**config.mk**
```make
export PLATFORM = sky130hd
export DESIGN_NAME = glay_kernel_setup_req_gen
export DESIGN_NICKNAME = d
export VERILOG_FILES = /design/src/rtl/glay_globals_pkg.sv /design/src/rtl/glay_req_pkg.sv /design/src/rtl/glay_kernel_setup_req_gen.sv
export SDC_FILE = /design/constraint.sdc
export NUM_CORES = 1
export LEC_CHECK = 0
export CAP_MARGIN = 0
export CORE_ASPECT_RATIO = 0.7
export CORE_MARGIN = 3
export CORE_UTILIZATION = 62
export CTS_BUF_LIST = sky130_fd_sc_hd__clkbuf_4 sky130_fd_sc_hd__clkbuf_8 sky130_fd_sc_hd__clkbuf_16
export DETAILED_ROUTE_END_ITERATION = 8
export GPL_TIMING_DRIVEN = 1
export PLACE_DENSITY = 0.93
export RECOVER_POWER = 100
export SLEW_MARGIN = 0
export SYNTH_ARGS = -nofsm -noshare
export SYNTH_HDL_FRONTEND = slang
export SYNTH_SLANG_ARGS = --single-unit
```
**constraint.sdc**
```tcl
create_clock -name ap_clk -period 9.75 [get_ports ap_clk]
set_input_delay 1.95 -clock ap_clk [delete_from_list [all_inputs] [get_ports ap_clk]]
set_output_delay 1.95 -clock ap_clk [all_outputs]
set_load 0.01 [all_outputs]
```
**src/rtl/glay_globals_pkg.sv**
```systemverilog
// Global constants shared across the GLAY kernel datapath.
package glay_globals_pkg;

  localparam int unsigned GLAY_LINE_BYTES = 64;
  localparam int unsigned GLAY_LINE_SHIFT = $clog2(GLAY_LINE_BYTES);

endpackage

```
**src/rtl/glay_req_pkg.sv**
```systemverilog
// Types for the kernel setup request generator.
package glay_req_pkg;

  typedef enum logic [1:0] {
    StIdle,
    StLatch,
    StIssue,
    StDone
  } req_gen_state;

  localparam int unsigned GLAY_REQ_ADDR_WIDTH = 64;
  localparam int unsigned GLAY_REQ_ID_WIDTH   = 8;

  typedef struct packed {
    logic [GLAY_REQ_ADDR_WIDTH-1:0] addr;
    logic [GLAY_REQ_ID_WIDTH-1:0]   id;
    logic                           last;
  } GlaySetupLineRequest;

endpackage

```
**src/rtl/glay_kernel_setup_req_gen.sv**
```systemverilog
// Walks one (base, length) descriptor region as line-aligned read requests, one per
// unstalled cycle, then pulses done. One region in flight at a time.
module glay_kernel_setup_req_gen
  import glay_globals_pkg::*;
  import glay_req_pkg::*;
#(
  parameter int unsigned ADDR_WIDTH = 64,
  parameter int unsigned LEN_WIDTH  = 32,
  parameter int unsigned LINE_BYTES = GLAY_LINE_BYTES,
  parameter int unsigned ID_WIDTH   = 8
) (
  input  logic                  ap_clk,
  input  logic                  areset,
  input  logic                  start_in,
  input  logic [ADDR_WIDTH-1:0] base_addr_in,
  input  logic [LEN_WIDTH-1:0]  byte_len_in,
  input  logic                  fifo_prog_full,
  input  logic                  fifo_setup_in,
  output logic                  req_valid_out,
  output logic [ADDR_WIDTH-1:0] req_addr_out,
  output logic [ID_WIDTH-1:0]   req_id_out,
  output logic                  req_last_out,
  output logic                  busy_out,
  output logic                  done_out
);

  localparam int unsigned LineShift = $clog2(LINE_BYTES);
  localparam int unsigned LineW     = ADDR_WIDTH - LineShift;
  localparam int unsigned SumW      = ADDR_WIDTH + 1;
  localparam int unsigned SpanW     = SumW - LineShift;
  localparam int unsigned CntW      = LEN_WIDTH + 1;

  // Same shape as GlaySetupLineRequest, sized by this instance's parameters.
  typedef struct packed {
    logic [ADDR_WIDTH-1:0] addr;
    logic [ID_WIDTH-1:0]   id;
    logic                  last;
  } line_req_t;

  req_gen_state          state_q, state_d;
  logic [ADDR_WIDTH-1:0] base_q, base_d;
  logic [LEN_WIDTH-1:0]  len_q, len_d;
  logic [LineW-1:0]      line_q, line_d;
  logic [CntW-1:0]       remaining_q, remaining_d;
  logic [ID_WIDTH-1:0]   id_q, id_d;
  line_req_t             req_q, req_d;
  logic                  valid_q, valid_d;
  logic                  busy_q, busy_d;
  logic                  done_q, done_d;

  logic [SumW-1:0]       end_addr;
  logic [SpanW-1:0]      last_line;
  logic [SpanW-1:0]      line_span;
  logic                  go;

  // The extra sum bit keeps the line count right when the region wraps the address space.
  assign end_addr  = {1'b0, base_q} + SumW'(len_q) - SumW'(1);
  assign last_line = end_addr[SumW-1:LineShift];
  assign line_span = last_line - {1'b0, base_q[ADDR_WIDTH-1:LineShift]} + SpanW'(1);

  always_comb begin
    state_d     = state_q;
    base_d      = base_q;
    len_d       = len_q;
    line_d      = line_q;
    remaining_d = remaining_q;
    id_d        = id_q;
    req_d       = req_q;
    valid_d     = 1'b0;
    done_d      = 1'b0;
    go          = !fifo_prog_full && !fifo_setup_in;

    unique case (state_q)
      StIdle: begin
        if (start_in) begin
          base_d  = base_addr_in;
          len_d   = byte_len_in;
          state_d = StLatch;
        end
      end
      StLatch: begin
        line_d      = base_q[ADDR_WIDTH-1:LineShift];
        remaining_d = line_span[CntW-1:0];
        state_d     = (len_q == '0) ? StDone : StIssue;
      end
      StIssue: begin
        if (go) begin
          valid_d      = 1'b1;
          req_d.addr   = {line_q, {LineShift{1'b0}}};
          req_d.id     = id_q;
          req_d.last   = (remaining_q == CntW'(1));
          id_d         = id_q + ID_WIDTH'(1);
          line_d       = line_q + LineW'(1);
          remaining_d  = remaining_q - CntW'(1);
          if (remaining_q == CntW'(1)) begin
            state_d = StDone;
          end
        end
      end
      StDone: begin
        done_d  = 1'b1;
        state_d = StIdle;
      end
      default: state_d = StIdle;
    endcase

    busy_d = (state_d == StLatch) || (state_d == StIssue);
  end

  always_ff @(posedge ap_clk) begin
    if (areset) begin
      state_q     <= StIdle;
      base_q      <= '0;
      len_q       <= '0;
      line_q      <= '0;
      remaining_q <= '0;
      id_q        <= '0;
      req_q       <= '0;
      valid_q     <= 1'b0;
      busy_q      <= 1'b0;
      done_q      <= 1'b0;
    end else begin
      state_q     <= state_d;
      base_q      <= base_d;
      len_q       <= len_d;
      line_q      <= line_d;
      remaining_q <= remaining_d;
      id_q        <= id_d;
      req_q       <= req_d;
      valid_q     <= valid_d;
      busy_q      <= busy_d;
      done_q      <= done_d;
    end
  end

  assign req_valid_out = valid_q;
  assign req_addr_out  = req_q.addr;
  assign req_id_out    = req_q.id;
  assign req_last_out  = req_q.last;
  assign busy_out      = busy_q;
  assign done_out      = done_q;

endmodule

```
# After elaboration in Yosys (flattened, before gate mapping)
# Cells that the tools add are included.
# totals
word_cells	49
regBits	267
output_inout_bits	76
inputBits	101
# op_classes
n_bitwise	1
n_reduce_logical	11
mux	11
eq_ne	7
n_addsub	7
# op_table
operator	count
58-bit case mux with 2 select lines	1
33-bit case mux with 2 select lines	1
58-bit by 1-bit adder with 58-bit output (second input constant)	1
58-bit two-way mux	1
39-bit by 32-bit adder with 39-bit output	1
39-bit by 1-bit subtractor with 39-bit output (second input constant)	1
33-bit by 1-bit adder with 33-bit output (second input constant)	1
33-bit by 1-bit equality test with 1-bit output (second input constant)	1
33-bit two-way mux	1
33-bit by 1-bit subtractor with 33-bit output (second input constant)	1
33-bit subtractor	1
32-bit zero test	1
8-bit by 1-bit adder with 8-bit output (second input constant)	1
2-bit case mux with 4 select lines	1
2-bit equality test (second input constant)	3
2-bit two-way mux	3
2-bit AND reduction	3
2-bit by 1-bit equality test with 1-bit output (second input constant)	2
1-bit two-way mux	3
1-bit zero test	2
2-bit zero test	1
2-bit inequality test (second input constant)	1
2-bit nonzero test	1
2-bit OR reduction	1
3 further kinds	3

# Longest topological paths before layout
# Gate-level depths: netlist of the first run.
# logic_depth
ltp_word	6
ltp_mapped	26
ltp_nobuf	26

# Least setup slack after synthesis of the first run
# No wires, ideal clock.
# synth_timing
kind	reg2reg
start	reg base_q[7]
end	reg remaining_q[26]
required_time_ns	9.622
setup_ns	0.128
n_path_buf	0
path_stages_with_launch	26
slack_ns	4.478
period_less_slack_ns	5.272
arrival_ns	5.144
cell_sequence	dfxtp_1 -> inv_1 -> ha_1 -> inv_1 -> ha_1 -> a21oi_1 -> o21ai_0 -> nor3_1 -> a21oi_1 -> or2_2 -> a31oi_1 -> o31ai_1 -> a21o_1 -> a21oi_1 -> xnor2_1 -> ha_1 -> ha_1 -> nand2_1 -> o21ai_0 -> or4_1 -> a221o_1 -> a21oi_1 -> o31ai_2 -> xnor2_1 -> a221oi_1 -> nor2_1
# synth_between
elab_chain_cells	5
# synth_lines
item	line	text
from (decl)	glay_kernel_setup_req_gen.sv:41	logic [ADDR_WIDTH-1:0] base_q, base_d;
from (signal assigned)	glay_kernel_setup_req_gen.sv:124	base_q <= base_d;
39-bit by 32-bit adder with 39-bit output	glay_kernel_setup_req_gen.sv:57	assign end_addr = {1'b0, base_q} + SumW'(len_q) - SumW'(1);
39-bit by 1-bit subtractor with 39-bit output	glay_kernel_setup_req_gen.sv:57	
33-bit subtractor *	glay_kernel_setup_req_gen.sv:59	assign line_span = last_line - {1'b0, base_q[ADDR_WIDTH-1:LineShift]} + SpanW'(1);
33-bit by 1-bit adder with 33-bit output *	glay_kernel_setup_req_gen.sv:59	
33-bit case mux with 2 select lines *	glay_kernel_setup_req_gen.sv:73	unique case (state_q)
to (signal assigned)	glay_kernel_setup_req_gen.sv:127	remaining_q <= remaining_d;
to (decl)	glay_kernel_setup_req_gen.sv:44	logic [CntW-1:0] remaining_q, remaining_d;
# Mark *: on every way between the ends. The rest lies on a longest branch, timed or not.
# A chain may end at the register's enable or synchronous reset.

# Worst setup path after layout of the first run
# layout_timing
start	in areset
end	reg line_q[2]
# layout_lines
item	line	text
from (decl)	glay_kernel_setup_req_gen.sv:13	input logic areset,
to (signal assigned)	glay_kernel_setup_req_gen.sv:126	line_q <= line_d;
to (decl)	glay_kernel_setup_req_gen.sv:43	logic [LineW-1:0] line_q, line_d;
# No word-level cell between the ends.

==> impl_metrics.py, run 1 <==
metrics = {
    "clocking": {
        "numCtsBuffers": 26,
        "cts_hold_buffers": 0,
        "worstSkewPairLatency_ns": 0.56,
        "cts.path.max_buffers": 3,
        "cts_max_level": 1,
        "cts_tree": "built",
        "cts_resized": 0,
        "cts_root_buf": "clkbuf_16",
        "clk_pin_slew_ns": 0.07,
        "clock_sinks": 267,
        "postCtsSetupRepairBufs": 0,
    },
    "yosys": {
        "synth-xor-area-share_pct": 3.32,
        "synthAdderAreaFrac_pct": 10.9,
        "synth-compound-area-share_pct": 20.6,
        "syn_area_per_cell_sq_um": 7.32,
        "synth_edf_count": 0,
        "synth_simple_gate_area_share_pct": 24.5,
        "synth_top_family_by_area": "simple AND/OR/NAND/NOR gates",
        "synth.mux.area_fraction_pct": 0.459,
        "syn_inst": 2196,
        "synth.distinct_cells": 74,
        "async_reset_ff_share_pct": 0,
        "synth-seq-area-share_pct": 33.2,
        "yosys_register_bits": 267,
        "ys.flop_type": "dfxtp_1",
        "synth_area_sq_um": 16100,
        "yosysWarnings": 0,
    },
    "timing": {
        "rsz0062_at_grt": "false",
        "fmax_ghz": 0.129,
        "finalSetupTns_ns": 0,
        "layout_min_cycle_time_ns": 7.76,
        "worst_slack_ns": 1.99,
        "max_slew_margin_pct": -244,
        "tightest_slew_ns": 5.16,
        "hold_viol": 0,
        "drv_slew": 275,
        "period_share_pct": 79.6,
        "fin_skew_ns": 0.0177,
        "setup_viol": 0,
    },
    "worst_setup_path": {
        "path_class": "primary input to register",
        "crit_arrival_ns": 8.08,
        "cp.required_ns": 10.07,
        "critPathCaptureType": "register",
        "worstSetupStartpointType": "primary input",
        "cp_max_fo": 112,
    },
    "place": {
        "dpl.hpwl_um": 33600,
        "place.gp.congestion": 0.979,
        "dp_slack_ns": 3.74,
        "io_buffers": 170,
    },
    "global_routing": {
        "grt_pass1_vias": 15176,
        "grt_pass1_wl_um": 76300,
        "grt-ovfl-total": 0,
        "antenna_found_initial": 0,
        "track_usage_pct": 33.2,
        "grt_max_degree": 113,
    },
    "drt": {
        "routedWlPerCell_um": 18.2,
        "antenna_left": 0,
        "drc_errors": 0,
        "vias": 16245,
        "drtPass1Iterations": 7,
        "drtIter0Drc": 1684,
        "wl_um": 47900,
        "viasPerCell": 6.17,
    },
    "flow_run": {
        "cap_violations": 3,
    },
    "final_layout": {
        "fillers": 1841,
        "syn2layout_area_growth_pct": 16.7,
        "nets": 2527,
        "multi_input_area_sq_um": 9670,
        "ff_latch_area_sq_um": 5350,
        "diodes": 0,
        "layout-drive-gt1-share_pct": 3.99,
    },
    "die": {
        "dieArea_sq_um": 27900,
        "die_height_um": 141,
        "io_pins": 177,
        "core_sq_um": 25000,
        "rows": 48,
        "initial_core_util_pct": 64.2,
        "die_w_um": 198,
    },
    "status": {
        "violations": "capacitance limit, slew limit",
        "outcome": "finished with violations",
    },
    "worst_hold_path": {
        "min-delay-path-class": "register to register",
    },
}
## cell usage in the layout (no fill, tap or decap), drive strengths merged, types with 6 or more instances in the layout
cell type	netlist	final
nand2	463	463
a21oi	282	282
dfxtp	267	267
inv	161	162
nor2	149	149
ha	139	139
clkdlybuf4s50	0	99
o21ai	93	93
dlygate4sd3	0	70
nor3	46	46
nand3	44	44
nand4	39	39
xnor2	34	34
clkbuf	102	33
o22ai	32	32
a22oi	30	30
a211oi	28	28
xor2	27	27
nor4	24	24
a21o	20	20
nor2b	20	20
nand2b	15	15
or3	15	15
and2	15	15
and3	14	14
buf	24	11
a31oi	9	9
o21a	8	8
o31ai	8	8
clkinv	0	8
or2	7	7
o211ai	6	6
o21bai	6	6
a21boi	6	6
o32ai	6	6
conb	1	6
## through the flow
stage	area, sq um	hold WS, ns	utilization (%)	instances
global route	18800	0.479	74.9	2631
global placement	17800	0.439	71.2	2583
detailed placement	17800	0.447	71.2	2583
floorplan	16100	0.432	-	2201
finish	18800	0.448	74.9	2631
CTS	18800	0.455	75.0	2631
## flip-flops by register name, summed over array words and instances, names as in the netlist
register / cells
base_q: 64
busy_out: 1
done_out: 1
id_q: 8
len_q: 32
line_q: 58
remaining_q: 33
req_addr_out: 58
req_id_out: 8
req_last_out: 1
req_valid_out: 1
state_q: 2
## cells in the mapped netlist, types with 4 or more instances
cell type,number,area share [%]
a211oi_1,28,1.3
a21boi_0,6,0.28
a21o_1,20,0.93
a21oi_1,282,8.8
a22oi_1,30,1.4
a311oi_1,5,0.27
a31oi_1,9,0.35
and2_1,15,0.58
and3_1,14,0.54
and4_1,5,0.27
buf_1,14,0.33
buf_4,7,0.33
clkbuf_1,102,2.4
dfxtp_1,267,33
ha_1,139,11
inv_1,160,3.7
mux2i_1,4,0.25
nand2_1,463,11
nand2b_1,15,0.58
nand3_1,43,1.3
nand4_1,36,1.4
nor2_1,147,3.4
nor2b_1,20,0.78
nor3_1,45,1.4
nor4_1,20,0.78
o211ai_1,6,0.28
o21a_1,8,0.37
o21ai_0,89,2.8
o21ai_1,4,0.12
o21bai_1,6,0.28
o22ai_1,32,1.2
o31ai_1,6,0.28
o32ai_1,6,0.33
or2_2,6,0.23
or3_1,14,0.54
or4_1,5,0.23
xnor2_1,34,1.9
xor2_1,27,1.5
## worst paths after layout
kind / slack, ns / from / endpoint / depth (start not counted)
min reg2reg: 0.45 / req_addr_out[21]$_SDFFE_PP0P_ / req_addr_out[21]$_SDFFE_PP0P_ / 2
max: 1.99 / areset / line_q[2]$_SDFFE_PP0P_ / 3
min: 0.45 / req_addr_out[21]$_SDFFE_PP0P_ / req_addr_out[21]$_SDFFE_PP0P_ / 2
max reg2reg: 3.30 / base_q[7]$_SDFFE_PP0P_ / remaining_q[27]$_SDFFE_PP0P_ / 24
## logic make-up after synthesis
logic type,Yosys count
simple gates,869
flops,267
fa+ha+maj,140
xor+xnor,61
buf+inv,287
mux,7
compound gates,564
other cells,1
## final cells by class
class	instances	area share, %
multi-input cells	1647	51.6
flip-flops and latches	267	28.5
repair buffers	183	9.53
clock buffers	30	3.66
inverters	161	3.22
well taps	325	2.17
clock inverters	18	1.35
## critical path, cell delays in order
cell and delay, ns:
clkbuf_1 3.55, clkbuf_1 2.31, nor2_1 0.19
## metal layers
| metal | vias up | share of wire [%] | track usage (%) | wire (um) |
|---|---|---|---|---|
| li1 | 7748 | - | - | - |
| met1 | 7490 | 42 | 45.1 | 20300 |
| met2 | 852 | 43 | 51.4 | 20700 |
| met3 | 155 | 10 | 8.19 | 4920 |
| met4 | 0 | 4.0 | 12.1 | 1920 |
| met5 | - | 0 | 0 | 0 |
Power of run 1 is not shown: default switching activity piles up to over one toggle a cycle in this logic, so the estimate is an artifact.
==> inputs of run 2 (changes only) <==
--- a/config.mk
+++ b/config.mk
@@ -8,11 +8,11 @@
 export CAP_MARGIN = 0
 export CORE_ASPECT_RATIO = 0.7
 export CORE_MARGIN = 3
-export CORE_UTILIZATION = 62
+export CORE_UTILIZATION = 52
 export CTS_BUF_LIST = sky130_fd_sc_hd__clkbuf_4 sky130_fd_sc_hd__clkbuf_8 sky130_fd_sc_hd__clkbuf_16
 export DETAILED_ROUTE_END_ITERATION = 8
 export GPL_TIMING_DRIVEN = 1
-export PLACE_DENSITY = 0.93
+export PLACE_DENSITY = 0.83
 export RECOVER_POWER = 100
 export SLEW_MARGIN = 0
 export SYNTH_ARGS = -nofsm -noshare
==> constraint.sdc (replaced) <==
create_clock -name ap_clk -period 6.9 [get_ports ap_clk]
set_input_delay 1.38 -clock ap_clk [delete_from_list [all_inputs] [get_ports ap_clk]]
set_output_delay 1.38 -clock ap_clk [all_outputs]
set_load 0.01 [all_outputs]
==> run 2 against run 1 <==
Compared with the run above: the run still ends with capacitance limit, slew limit left; non-clock buffer count fell by 1; first-iteration DRC count fell by 14%; worst hold slack improved by 0.0012 ns; sequential share of layout area fell by 0.19 points; critical path depth rose by 8; design area rose by 0.65%; die area rose by 18%; core utilization fell by 12 points; clock-buffer cell count rose by 8; wire length fell by 2.9%; critical endpoint is now line_q[33]$_SDFFE_PP0P_; largest cell class unchanged.
==> impl_metrics.py, run 2 (synthesis gave the netlist of run 1 again) <==
metrics = {
    "worst_setup_path": {
        "worstReg2RegStart": "state_q[0]$_SDFF_PP0_",
        "critPathCaptureType": "register",
        "worstSetupStartpointType": "register",
        "cp_common_cell": "buf_4",
        "critPathSlowestCell": "ha_1",
        "crit_arrival_ns": 6.62,
        "reg2regPathDepth": 11,
        "worstReg2RegEnd": "line_q[33]$_SDFFE_PP0P_",
        "cp_max_fo": 81,
        "path_class": "register to register",
        "crit_buf_inv": 5,
        "cp.required_ns": 7.29,
        "crit_family": "buffers and inverters",
        "crit_cells": 11,
        "slowest_delay_ns": 1.51,
        "reg2reg_slack_ns": 0.68,
        "cp_cell_sequence": "inv_1 -> ha_1 -> inv_2 -> buf_4 -> nor3_1 -> clkbuf_2 -> nor2_1 -> buf_4 -> a21oi_1 -> o22ai_1 -> nor2b_1",
    },
    "final_layout": {
        "fin_area_sq_um": 18900,
        "diodes": 0,
        "largest_reg_flops": 64,
        "top_register": "base_q",
        "final_common_cell": "nand2_1",
        "nets": 2528,
        "final_cell_mix": "nand2_1, a21oi_1, dfxtp_1, inv_1, nor2_1",
        "layout-drive-gt1-share_pct": 3.86,
        "syn2layout_area_growth_pct": 17.4,
        "fin_util_pct": 62.4,
    },
    "global_routing": {
        "grt_pass1_wl_um": 74300,
        "grt-ovfl-total": 0,
        "antenna_found_initial": 0,
        "grt_max_degree": 112,
        "grt_pass1_vias": 14625,
        "track_usage_pct": 26.9,
    },
    "worst_hold_path": {
        "min-delay-path-class": "register to register",
        "min_to": "req_addr_out[21]$_SDFFE_PP0P_",
        "min_path_cells": 2,
        "min-delay-start": "req_addr_out[21]$_SDFFE_PP0P_",
    },
    "drt": {
        "viasPerCell": 5.83,
        "route.met2.wl_um": 20200,
        "drtIter0Drc": 1448,
        "vias": 15865,
        "highest-signal-layer": "met4",
        "wl_met1_um": 20900,
        "routedWlPerCell_um": 17.1,
        "wl_um": 46500,
        "drc_errors": 0,
        "dr_wl_met3_um": 3970,
        "drtPass1Iterations": 6,
        "antenna_left": 0,
    },
    "timing": {
        "rsz0062_at_grt": "false",
        "worst_slack_ns": 0.675,
        "tightest_slew_ns": 3.56,
        "period_share_pct": 90.2,
        "finalSetupTns_ns": 0,
        "hold_viol": 0,
        "setup_viol": 0,
        "layout_min_cycle_time_ns": 6.22,
        "drv_slew": 465,
        "max_slew_margin_pct": -138,
        "fin_skew_ns": 0.0159,
        "fmax_ghz": 0.161,
    },
    "status": {
        "outcome": "finished with violations",
        "violations": "capacitance limit, slew limit",
    },
    "clocking": {
        "clock_sinks": 267,
        "clk_pin_slew_ns": 0.06,
        "cts_resized": 0,
        "numCtsBuffers": 28,
        "postCtsSetupRepairBufs": 0,
        "worstSkewPairLatency_ns": 0.58,
        "cts_root_buf": "clkbuf_16",
        "cts_max_level": 1,
        "cts.path.max_buffers": 3,
        "cts_tree": "built",
        "cts_hold_buffers": 0,
    },
    "die": {
        "io_pins": 177,
        "core_sq_um": 30200,
        "die_w_um": 216,
        "die_height_um": 153,
        "dieArea_sq_um": 33100,
        "rows": 53,
        "initial_core_util_pct": 53.2,
    },
    "place": {
        "io_buffers": 170,
        "dpl.hpwl_um": 33100,
        "placed_cell_area_sq_um": 17900,
        "dp_slack_ns": 0.972,
        "place.gp.congestion": 0.925,
    },
    "flow_run": {
        "cap_violations": 6,
    },
}
[run 2: layout make-up]
cell class                 instances  area (sq um)
timing repair buffer             182          1770
clock buffer                      38           820
inverter                         161           604
clock inverter                    12           176
multi-input combinational       1647          9640
sequential                       267          5350
fill                            2724         11400
tap                              412           515
[run 2: worst max path at each step]
stage                            from                            to
2_1_floorplan  base_q[7]$_SDFFE_PP0P_  remaining_q[26]$_SDFFE_PP0P_
3_3_place_gp   base_q[7]$_SDFFE_PP0P_  remaining_q[26]$_SDFFE_PP0P_
3_5_place_dp   base_q[7]$_SDFFE_PP0P_  remaining_q[26]$_SDFFE_PP0P_
4_1_cts        base_q[7]$_SDFFE_PP0P_  remaining_q[26]$_SDFFE_PP0P_
5_1_grt        base_q[7]$_SDFFE_PP0P_  remaining_q[26]$_SDFFE_PP0P_
6_report        state_q[0]$_SDFF_PP0_       line_q[33]$_SDFFE_PP0P_
[run 2: worst min-delay path, cell delays in order (launching register included)]
cell and delay [ns]:
dfxtp_1 0.30, nand2_1 0.05, a21oi_1 0.05
[run 2: per-stage QoR]
stage / instances / hold WS [ns]
2_1_floorplan: 2201 / 0.432
3_3_place_gp: 2669 / 0.443
3_5_place_dp: 2669 / 0.446
4_1_cts: 2719 / 0.454
5_1_grt: 2719 / 0.471
6_report: 2719 / 0.449
[run 2: layer usage]
| metal | vias up | GRT usage (%) |
|---|---|---|
| li1 | 7730 | - |
| met1 | 7469 | 38.3 |
| met2 | 593 | 41.1 |
| met3 | 73 | 5.74 |
| met4 | 0 | 7.56 |
| met5 | - | 0 |
Power of run 2 is left out for the same reason.
==> inputs of run 3 (changes only) <==
--- a/config.mk
+++ b/config.mk
@@ -5,13 +5,14 @@
 export SDC_FILE = /design/constraint.sdc
 export NUM_CORES = 1
 export LEC_CHECK = 0
-export CAP_MARGIN = 0
+export CAP_MARGIN = 10
 export CORE_ASPECT_RATIO = 0.7
 export CORE_MARGIN = 3
 export CORE_UTILIZATION = 52
 export CTS_BUF_LIST = sky130_fd_sc_hd__clkbuf_4 sky130_fd_sc_hd__clkbuf_8 sky130_fd_sc_hd__clkbuf_16
 export DETAILED_ROUTE_END_ITERATION = 8
 export GPL_TIMING_DRIVEN = 1
+export MAX_ROUTING_LAYER = met4
 export PLACE_DENSITY = 0.83
 export RECOVER_POWER = 100
 export SLEW_MARGIN = 0
==> run 3 against run 2 <==
Compared with the run above: the flow still finishes with violations (capacitance limit, slew limit); non-clock buffer count fell by 1; design area fell by 0.73%; via count fell by 0.58%; critical path type unchanged; critical endpoint is now line_q[37]$_SDFFE_PP0P_; highest routed layer unchanged.
==> impl_metrics.py, run 3 (synthesis gave the netlist of run 1 again) <==
metrics = {
    "status": {
        "outcome": "finished with violations",
        "violations": "capacitance limit, slew limit",
    },
    "clocking": {
        "worstSkewPairLatency_ns": 0.56,
        "clock_sinks": 267,
        "cts_tree": "built",
        "cts_resized": 0,
        "clk_pin_slew_ns": 0.07,
        "cts_hold_buffers": 0,
        "cts.path.max_buffers": 3,
        "cts_max_level": 1,
        "numCtsBuffers": 26,
        "postCtsSetupRepairBufs": 0,
        "cts_root_buf": "clkbuf_16",
    },
    "global_routing": {
        "grt-ovfl-total": 0,
        "grt_max_degree": 111,
        "antenna_found_initial": 0,
        "track_usage_pct": 27.4,
        "grt_pass1_vias": 14632,
        "grt_pass1_wl_um": 73400,
    },
    "drt": {
        "vias": 15773,
        "drtIter0Drc": 1321,
        "drtPass1Iterations": 7,
        "routedWlPerCell_um": 16.9,
        "drc_errors": 0,
        "wl_um": 45900,
        "antenna_left": 0,
        "viasPerCell": 5.81,
    },
    "worst_setup_path": {
        "crit_family": "buffers and inverters",
        "worstSetupStartpointType": "register",
        "cp-startpoint": "state_q[0]$_SDFF_PP0_",
        "critPathCaptureType": "register",
        "cp_max_fo": 81,
        "crit_cells": 11,
        "worstReg2RegStart": "state_q[0]$_SDFF_PP0_",
        "cp_common_cell": "buf_2",
        "worstSetupEndpoint": "line_q[37]$_SDFFE_PP0P_",
        "crit_buf_inv": 5,
        "reg2regPathDepth": 11,
        "worstReg2RegEnd": "line_q[37]$_SDFFE_PP0P_",
        "cp.required_ns": 7.26,
        "reg2reg_slack_ns": 0.50,
        "crit_arrival_ns": 6.75,
        "critPathSlowestCell": "ha_1",
        "path_class": "register to register",
        "slowest_delay_ns": 1.58,
        "cp_cell_sequence": "inv_1 -> ha_1 -> inv_2 -> buf_2 -> nor3_2 -> clkbuf_2 -> nor2_2 -> buf_2 -> a21oi_1 -> o22ai_1 -> nor2b_1",
    },
    "die": {
        "initial_core_util_pct": 53.2,
        "die_w_um": 216,
        "dieArea_sq_um": 33100,
        "core_sq_um": 30200,
        "io_pins": 177,
        "die_height_um": 153,
        "rows": 53,
    },
    "timing": {
        "holdWs_ns": 0.449,
        "max_slew_margin_pct": -153,
        "rsz0062_at_grt": "false",
        "finalSetupTns_ns": 0,
        "fmax_ghz": 0.156,
        "layout_min_cycle_time_ns": 6.40,
        "setup_viol": 0,
        "drv_slew": 490,
        "fin_skew_ns": 0.0189,
        "worst_slack_ns": 0.505,
        "tightest_slew_ns": 3.80,
        "period_share_pct": 92.7,
        "hold_viol": 0,
    },
    "place": {
        "place.gp.congestion": 0.939,
        "dpl.hpwl_um": 32800,
        "dp_slack_ns": 0.936,
        "io_buffers": 170,
    },
    "flow_run": {
        "cap_violations": 6,
    },
    "final_layout": {
        "final_common_cell": "nand2_1",
        "largest_reg_flops": 64,
        "top_register": "base_q",
        "diodes": 0,
        "syn2layout_area_growth_pct": 16.6,
        "layout-drive-gt1-share_pct": 3.82,
        "fin_util_pct": 62.0,
        "nets": 2525,
        "final_cell_mix": "nand2_1, a21oi_1, dfxtp_1, inv_1, nor2_1",
    },
    "worst_hold_path": {
        "min-delay-path-class": "register to register",
    },
}
-- run 3: worst register-to-register path: cells and delay by family, from the launching register on --
kind	cells	cell delay, ns
buf+inv	5	2.92
fa+ha+maj	1	1.58
simple gates	3	0.99
flops	1	0.35
compound gates	2	0.35
-- run 3: worst min-delay path by stage --
stage                                             start                            end  slack [ns]  cells after the start
final                     req_addr_out[20]$_SDFFE_PP0P_  req_addr_out[20]$_SDFFE_PP0P_        0.45                      2
after global routing      req_addr_out[20]$_SDFFE_PP0P_  req_addr_out[20]$_SDFFE_PP0P_        0.47                      2
after CTS                 req_addr_out[30]$_SDFFE_PP0P_  req_addr_out[30]$_SDFFE_PP0P_        0.45                      2
after detailed placement  req_addr_out[30]$_SDFFE_PP0P_  req_addr_out[30]$_SDFFE_PP0P_        0.45                      2
after global placement     req_addr_out[9]$_SDFFE_PP0P_   req_addr_out[9]$_SDFFE_PP0P_        0.44                      2
after floorplan                 base_q[42]$_SDFFE_PP0P_        base_q[42]$_SDFFE_PP0P_        0.43                      2
-- run 3: area by class of cell --
type / count / area, sq um
Clock buffer: 37 / 764
Clock inverter: 9 / 90.1
Fill cell: 2802 / 11500
Inverter: 161 / 604
Multi-Input combinational cell: 1647 / 9660
Sequential cell: 267 / 5350
Tap cell: 412 / 515
Timing Repair Buffer: 181 / 1770
-- run 3: metrics by stage --
step / instances / instance area, sq um
after CTS: 2714 / 18800
after floorplan: 2201 / 16100
final: 2714 / 18700
after global placement: 2668 / 17900
after detailed placement: 2668 / 17900
after global routing: 2714 / 18700
-- run 3: per-layer routing --
metal	vias up	part of all wire (%)	GRT usage, %
li1	7730	-	-
met1	7374	45	37.4
met2	567	43	40.7
met5	-	0	-
met4	0	3.2	8.09
met3	102	8.7	6.32
Power of run 3 is left out for the same reason.
